[src/rtl/rv32i_pkg.sv]
// Shared RV32I encoding constants, ALU op codes and funct helpers for the instruction encoder.
package rv32i_pkg;

  typedef enum logic [1:0] {
    KIND_R    = 2'd0,
    KIND_I    = 2'd1,
    KIND_JAL  = 2'd2,
    KIND_JALR = 2'd3
  } kind_e;

  localparam logic [6:0] OPC_OP     = 7'h33;
  localparam logic [6:0] OPC_OP_IMM = 7'h13;
  localparam logic [6:0] OPC_JAL    = 7'h6F;
  localparam logic [6:0] OPC_JALR   = 7'h67;

  localparam logic [7:0] ALU_NONE = 8'h00;
  localparam logic [7:0] ALU_ADD  = 8'h01;
  localparam logic [7:0] ALU_SUB  = 8'h02;
  localparam logic [7:0] ALU_SLL  = 8'h03;
  localparam logic [7:0] ALU_SLT  = 8'h04;
  localparam logic [7:0] ALU_SLTU = 8'h05;
  localparam logic [7:0] ALU_XOR  = 8'h06;
  localparam logic [7:0] ALU_SRL  = 8'h07;
  localparam logic [7:0] ALU_SRA  = 8'h08;
  localparam logic [7:0] ALU_OR   = 8'h09;
  localparam logic [7:0] ALU_AND  = 8'h0a;

  localparam logic [31:0] NOP_WORD = 32'h0000_0013;

  localparam logic [2:0] F3_ADD_SUB = 3'd0;
  localparam logic [2:0] F3_SLL     = 3'd1;
  localparam logic [2:0] F3_SLT     = 3'd2;
  localparam logic [2:0] F3_SLTU    = 3'd3;
  localparam logic [2:0] F3_XOR     = 3'd4;
  localparam logic [2:0] F3_SRL_SRA = 3'd5;
  localparam logic [2:0] F3_OR      = 3'd6;
  localparam logic [2:0] F3_AND     = 3'd7;

  localparam logic [6:0] F7_BASE = 7'h00;
  localparam logic [6:0] F7_ALT  = 7'h20;

  // Unknown ops fall back to the add encoding.
  function automatic logic [2:0] alu_funct3(input logic [7:0] op);
    case (op)
      ALU_SLL:          return F3_SLL;
      ALU_SLT:          return F3_SLT;
      ALU_SLTU:         return F3_SLTU;
      ALU_XOR:          return F3_XOR;
      ALU_SRL, ALU_SRA: return F3_SRL_SRA;
      ALU_OR:           return F3_OR;
      ALU_AND:          return F3_AND;
      default:          return F3_ADD_SUB;
    endcase
  endfunction

  function automatic logic [6:0] alu_funct7(input logic [7:0] op);
    return ((op == ALU_SUB) || (op == ALU_SRA)) ? F7_ALT : F7_BASE;
  endfunction

  function automatic logic alu_known(input logic [7:0] op);
    return (op != ALU_NONE) && (op <= ALU_AND);
  endfunction

endpackage

[src/rtl/rv32i_insn_pack.sv]
// Combinational packer: decoded fields to one RV32I word plus illegal flag.
// RV32I_ENCODER_CHECK_EN enables legality checking and NOP substitution.
module rv32i_insn_pack
  import rv32i_pkg::*;
(
  input  logic [1:0]  kind,
  input  logic [7:0]  op,
  input  logic [4:0]  ra1,
  input  logic [4:0]  ra2,
  input  logic [4:0]  wa,
  input  logic [31:0] imm,
  output logic [31:0] word,
  output logic        illegal
);

  kind_e       k;
  logic [2:0]  f3;
  logic [6:0]  f7;
  logic        is_shift;
  logic [31:0] raw;

  assign k = kind_e'(kind);

  always_comb begin
    f3       = alu_funct3(op);
    f7       = alu_funct7(op);
    is_shift = (op == ALU_SLL) || (op == ALU_SRL) || (op == ALU_SRA);
    raw      = '0;
    case (k)
      KIND_R:    raw = {f7, ra2, ra1, f3, wa, OPC_OP};
      KIND_I:    raw = is_shift ? {f7, imm[4:0], ra1, f3, wa, OPC_OP_IMM}
                                : {imm[11:0], ra1, f3, wa, OPC_OP_IMM};
      KIND_JAL:  raw = {imm[20], imm[10:1], imm[11], imm[19:12], wa, OPC_JAL};
      KIND_JALR: raw = {imm[11:0], ra1, 3'b000, wa, OPC_JALR};
    endcase
  end

`ifdef RV32I_ENCODER_CHECK_EN
  logic               bad;
  logic signed [31:0] simm;

  assign simm = $signed(imm);

  always_comb begin
    bad = 1'b0;
    case (k)
      KIND_R:    bad = !alu_known(op);
      KIND_I:    bad = !alu_known(op) || (op == ALU_SUB) ||
                       (is_shift ? (imm > 32'd31) : ((simm < -2048) || (simm > 2047)));
      KIND_JAL:  bad = (simm < -1048576) || (simm > 1048574) || imm[0];
      KIND_JALR: bad = (simm < -2048) || (simm > 2047);
    endcase
  end

  assign illegal = bad;
  assign word    = bad ? NOP_WORD : raw;
`else
  logic unused_imm_hi;

  assign unused_imm_hi = ^imm[31:21];
  assign illegal       = 1'b0;
  assign word          = raw;
`endif

endmodule

[src/rtl/rv32i_encoder.sv]
// Two-stage valid/ready RV32I encoder streaming words with byte addresses into instruction memory.
// RV32I_ENCODER_CHECK_EN (in rv32i_insn_pack) enables NOP substitution and error counting.
module rv32i_encoder
  import rv32i_pkg::*;
#(
  parameter int unsigned DEPTH     = 256,
  parameter int unsigned ERR_CNT_W = 8
) (
  input  logic                     clk,
  input  logic                     rst,
  input  logic                     clear,
  input  logic                     in_valid,
  output logic                     in_ready,
  input  logic [1:0]               in_kind,
  input  logic [7:0]               in_op,
  input  logic [4:0]               in_ra1,
  input  logic [4:0]               in_ra2,
  input  logic [4:0]               in_wa,
  input  logic [31:0]              in_imm,
  output logic                     out_valid,
  input  logic                     out_ready,
  output logic [31:0]              out_word,
  output logic [$clog2(DEPTH)+1:0] out_addr,
  output logic                     out_err,
  output logic [ERR_CNT_W-1:0]     err_cnt,
  output logic [$clog2(DEPTH):0]   word_cnt
);

  localparam int unsigned AW = $clog2(DEPTH) + 2;
  localparam int unsigned CW = $clog2(DEPTH) + 1;
  localparam logic [CW-1:0] WC_MAX = CW'(DEPTH);

  logic        s1_v;
  logic [1:0]  s1_kind;
  logic [7:0]  s1_op;
  logic [4:0]  s1_ra1, s1_ra2, s1_wa;
  logic [31:0] s1_imm;
  logic [31:0] pk_word;
  logic        pk_illegal;
  logic        s2_load, s1_ready, out_fire;

  assign s2_load  = !out_valid || out_ready;
  assign s1_ready = !s1_v || s2_load;
  assign in_ready = !rst && !clear && s1_ready;
  assign out_fire = out_valid && out_ready;

  // Stage 1 holds raw fields; packing happens on the way into stage 2.
  always_ff @(posedge clk) begin
    if (s1_ready && in_valid) begin
      s1_kind <= in_kind;
      s1_op   <= in_op;
      s1_ra1  <= in_ra1;
      s1_ra2  <= in_ra2;
      s1_wa   <= in_wa;
      s1_imm  <= in_imm;
    end
  end

  rv32i_insn_pack u_pack (
    .kind    (s1_kind),
    .op      (s1_op),
    .ra1     (s1_ra1),
    .ra2     (s1_ra2),
    .wa      (s1_wa),
    .imm     (s1_imm),
    .word    (pk_word),
    .illegal (pk_illegal)
  );

  // out_addr tracks the address of the word at the head, so it advances only on delivery.
  always_ff @(posedge clk) begin
    if (rst || clear) begin
      s1_v      <= 1'b0;
      out_valid <= 1'b0;
      out_word  <= '0;
      out_err   <= 1'b0;
      out_addr  <= '0;
      err_cnt   <= '0;
      word_cnt  <= '0;
    end else begin
      if (s1_ready) s1_v <= in_valid;
      if (s2_load) begin
        out_valid <= s1_v;
        if (s1_v) begin
          out_word <= pk_word;
          out_err  <= pk_illegal;
        end
      end
      if (out_fire) begin
        out_addr <= out_addr + AW'(4);
        if (word_cnt != WC_MAX) word_cnt <= word_cnt + CW'(1);
        if (out_err && (err_cnt != '1)) err_cnt <= err_cnt + ERR_CNT_W'(1);
      end
    end
  end

endmodule

[config.mk]
export PLATFORM = sky130hd
export DESIGN_NAME = rv32i_encoder
export DESIGN_NICKNAME = d
export VERILOG_FILES = /design/src/rtl/rv32i_pkg.sv /design/src/rtl/rv32i_insn_pack.sv /design/src/rtl/rv32i_encoder.sv
export SDC_FILE = /design/constraint.sdc
export NUM_CORES = 1
export LEC_CHECK = 0
export BUFFER_PORTS_ARGS = -buffer_cell sky130_fd_sc_hd__buf_2
export CORE_MARGIN = 3
export CORE_UTILIZATION = 39
export DETAILED_ROUTE_END_ITERATION = 7
export HOLD_SLACK_MARGIN = 0.02
export PLACE_DENSITY_LB_ADDON = 0.08
export SKIP_CTS_REPAIR_TIMING = 1
export SLEW_MARGIN = 20
export SYNTH_ARGS = -nofsm -noshare
export SYNTH_HDL_FRONTEND = slang
export SYNTH_HIERARCHICAL = 1
export SYNTH_SLANG_ARGS = --single-unit
[constraint.sdc]
create_clock -name clk -period 15.55 [get_ports clk]
set_input_delay 0.7775 -clock clk [delete_from_list [all_inputs] [get_ports clk]]
set_output_delay 0.7775 -clock clk [all_outputs]
set_load 0.01 [all_outputs]
=== After elaboration in Yosys (flattened, before gate mapping) ===
Memory sizes are Yosys's and may differ from the RTL's. A register that Yosys moved wholly into a read port is not among the register bits.
Index checks and enable logic that the tools add are counted.

* Register bits: 99
* Bits in read-only memories: 48
* Memories: 1
* Input port bits: 62

{| class="wikitable"
|+ Memory list
! name !! words !! width !! rd ports !! clocked after memory_dff !! wr ports !! RTL line !! text
|-
| (no name shown) || 16 || 3 || 1 || 1 || 0 || rv32i_pkg.sv:44 || <nowiki>case (op)</nowiki>
|}

* Reduce and logical (&&, ||, !) cells: 18
* Mux-type cells: 5
* Eq/ne operators: 8
* $add $sub $neg: 2

{| class="wikitable"
|+ Operator list
! kind !! count
|-
| $pmux W32 S4 || 1
|-
| $mux W32 || 1
|-
| $eq A8 B2 Y1 const B || 2
|-
| $add A10 B3 Y10 const B || 1
|-
| $add A9 B1 Y9 const B || 1
|-
| $ne A9 B9 Y1 const B || 1
|-
| $eq A8 B3 Y1 const B || 1
|-
| $eq A8 B4 Y1 const B || 1
|-
| $logic_or A1 B1 Y1 || 6
|-
| $mux W6 || 1
|-
| $eq A2 B2 Y1 const B || 2
|-
| $logic_and A1 B1 Y1 || 4
|-
| $logic_not A1 Y1 || 4
|-
| $logic_not A4 Y1 || 1
|-
| $mux W4 || 1
|-
| $reduce_and A2 Y1 || 2
|-
| $mux W3 || 1
|-
| $eq A2 B1 Y1 const B || 1
|-
| $logic_not A2 Y1 || 1
|}

=== Depth between registers and ports, before layout ===
* Word-level depth: 5
* Mapped depth: 7
* Depth with buffers taken out: 7

=== Hierarchy ===
The synthesis kept the hierarchy.

{| class="wikitable"
|+ By module, submodules not included
! module !! instances !! area an instance (sq um) !! cells each
|-
| rv32i_encoder || 1 || 4112.7 || 347
|-
| rv32i_insn_pack || 1 || 521.8 || 67
|}

=== Least setup slack after synthesis ===
No wires, ideal clock.

* Kind: input -> register
* From: input out_ready
* To: register s1_imm[0] (enable)
* Slack: 9.962 ns
* Path buffers: 0
* Setup time: 0.560 ns
* Arrival time: 5.028 ns
* Stages on the path: 2
* Cells stage by stage: nor2b_1 a21boi_0

* Cells in the longest elaborated chain, start to end: 3

{| class="wikitable"
|+ Ends and longest elaborated chain
! item !! RTL line !! text
|-
| from (decl) || rv32i_encoder.sv:21 || <nowiki>input logic out_ready,</nowiki>
|-
| $logic_or A1 B1 Y1 || rv32i_encoder.sv:42 || <nowiki>assign s2_load = !out_valid || out_ready;</nowiki>
|-
| $logic_or A1 B1 Y1 || rv32i_encoder.sv:43 || <nowiki>assign s1_ready = !s1_v || s2_load;</nowiki>
|-
| $logic_and A1 B1 Y1 || rv32i_encoder.sv:49 || <nowiki>if (s1_ready && in_valid) begin</nowiki>
|-
| to (signal assigned) || rv32i_encoder.sv:55 || <nowiki>s1_imm <= in_imm;</nowiki>
|-
| to (decl) || rv32i_encoder.sv:37 || <nowiki>logic [31:0] s1_imm;</nowiki>
|}

Every way passes these cells.
A chain may end at the register's enable or synchronous reset.

=== Worst setup path after layout ===
* From: input clear
* To: output in_ready

* Cells in the longest elaborated chain, start to end: 3

{| class="wikitable"
|+ Ends and longest elaborated chain
! item !! RTL line !! text
|-
| from (decl) || rv32i_encoder.sv:11 || <nowiki>input logic clear,</nowiki>
|-
| $logic_not A1 Y1 || rv32i_encoder.sv:44 || <nowiki>assign in_ready = !rst && !clear && s1_ready;</nowiki>
|-
| $logic_and A1 B1 Y1 (2 in a row) || rv32i_encoder.sv:44 ||
|-
| to (decl) || rv32i_encoder.sv:13 || <nowiki>output logic in_ready,</nowiki>
|}

Every way passes these cells.

==> impl_results.md <==
* Slew @ Worst Pin at 0.971 ns
* FILL cells at 1006
* Pwr/cell area at 100 mW/mm²
* Final non-filler cell total at 636
* Clk root buf: clkbuf_8
* Antenna Violating Nets Remaining at 0
* Crit path buffers/inverters at 3
* DR iter-0 viols at 93
* Most frequent cells in the layout: 110 x buf_2, 81 x nand2_1, 60 x dfxtp_1, 46 x edfxtp_1, 41 x a21oi_1
* Internal reg-to-reg setup slack at 13.50 ns
* Placed Instances at 620
* Final period utilization at 17.5%
* Layout area overhead at 18.3%
* Vias in the first global route at 2914
* Yosys warns at 6
* Final setup viols at 0
* Clk_lat worst skew at 0.36 ns
* Die span in y at 111 µm
* Hold WS at 0.455 ns
* Leak Pwr at 2.04 nW
* Clock Skew at 0.0101 ns
* Die X at 111 µm
* First-pass DRT Iterations at 4
* RSZ-0062 raised after global routing: no
* Max-slew violations at 0
* WL/cell at 13.9 µm
* Gr usage total at 14.4%
* Antenna diodes at 0
* Post-DP HPWL at 6020 µm
* Critical path data required time at 14.77 ns
* Clk buf depth at 2
* Clock-pin slew on the worst setup and hold paths at 0.09 ns
* Max Cap Viol at 0
* Routed wire length at 8810 µm
* Vias per cell at 4.81
* Hold Path Class: reg2reg
* Setup TNS at 0 ns
* Starting Density at 41.0%
* Slew Limit Headroom at 35.2%
* DRC at 0
* Commonest non-fill, non-tap cell in the layout: buf_2
* Status: complete, no violations
* CP most frequent cell: buf_2
* Grt total ovfl at 0
* Worst setup margin at 12.83 ns
* WP data arrival at 1.94 ns
* Peak supply drop at 51.2 µV
* Cts bufs inserted at 9
* Crit-path slowest cell: buf_4
* Largest net degree at the start of global routing at 62
* Initial antenna violation count at 0
* Final layout net count at 565
* Final hold viol count at 0
* First-pass GRT wire length at 14500 µm
* F_max at 368 MHz
* IO Port Bufs at 110
* CP Launch Type: input port
* Final min period at 2.72 ns
* I/O pin count at 124
* Ratio of cells with drive above 1 in the final layout at 29.0%
* Core area at 0.0105 mm²
* Core Rows at 37
* Synth Instances at 403
* Mapped cell area at 0.00430 mm²
* Synthesized area per cell at 10.7 µm²
* Pre-CTS WS at 12.82 ns
* Crit path capture type: primary output
* CTS tree: built
* Crit path max fanout at 61
* H-tree levels at 3
* Final Wtd Congestion at 0.835
* WS Path Type: in2out
* # clock sinks at 106
* Largest stage delay, worst path at 0.34 ns
* Total number of vias at 3057
* Worst path cell trace: buf_2 > or2_2 > buf_4 > a21oi_1 > buf_2
* Crit path max-delay family: buffers and inverters
* Die area at 0.0123 mm²
-- through the flow --
step                area [µm²]  total power [mW]  utilization, %
finish                    5090             0.509            48.5
global route              5090             0.532            48.5
CTS                       5090             0.515            48.5
detailed placement        4880             0.337            46.5
global placement          4880             0.337            46.5
floorplan                 4310             0.327               -
-- cell type report --
cell class / count / area [µm²] / share of cell area [%]
inverters: 8 / 30.0 / 0.590
clock inverters: 5 / 57.6 / 1.13
well taps: 136 / 170 / 3.34
multi-input cells: 258 / 1530 / 30.1
repair buffers: 112 / 566 / 11.1
clock buffers: 11 / 153 / 3.00
flip-flops and latches: 106 / 2580 / 50.7
-- worst reg2reg max path, cell delays in order (launching register included) --
cell	delay (ns)
edfxtp_1	0.56
nor2b_1	0.83
mux2_2	0.42
nand2_1	0.06
a21oi_1	0.06
-- final timing paths --
path,start,end,depth (start not counted)
max reg2reg,s1_kind[1],out_word[18],4
min,out_word[20],out_word[20],2
min reg2reg,out_word[20],out_word[20],2
max,clear,in_ready,5
-- state kept, by name, indices dropped and copies added, names as in the netlist --
| register | count |
|---|---|
| out_word | 32 |
| s1_imm | 21 |
| word_cnt | 9 |
| err_cnt | 8 |
| out_addr | 8 |
| s1_op | 8 |
| s1_ra1 | 5 |
| s1_ra2 | 5 |
| s1_wa | 5 |
| s1_kind | 2 |
| out_err | 1 |
| out_valid | 1 |
| s1_v | 1 |
-- routing by layer --
metal  part of all wire (%)  vias to the layer above  track usage [%]
met5                      0                        -                0
met4                    1.1                        0             4.38
met3                    5.6                        7             4.09
met2                     46                       82             23.1
met1                     48                     1412             18.9
li1                       -                     1556                -
-- where the power goes --
group	switching, mW	leakage [nW]	internal, mW	total (mW)
Combinational	0.0158	0.994	0.0118	0.0276
Sequential	0.00391	0.934	0.299	0.303
Clock	0.0933	0.107	0.0852	0.178
Total	0.113	2.04	0.396	0.509
Note: power is estimated with default switching activity, not from simulation.
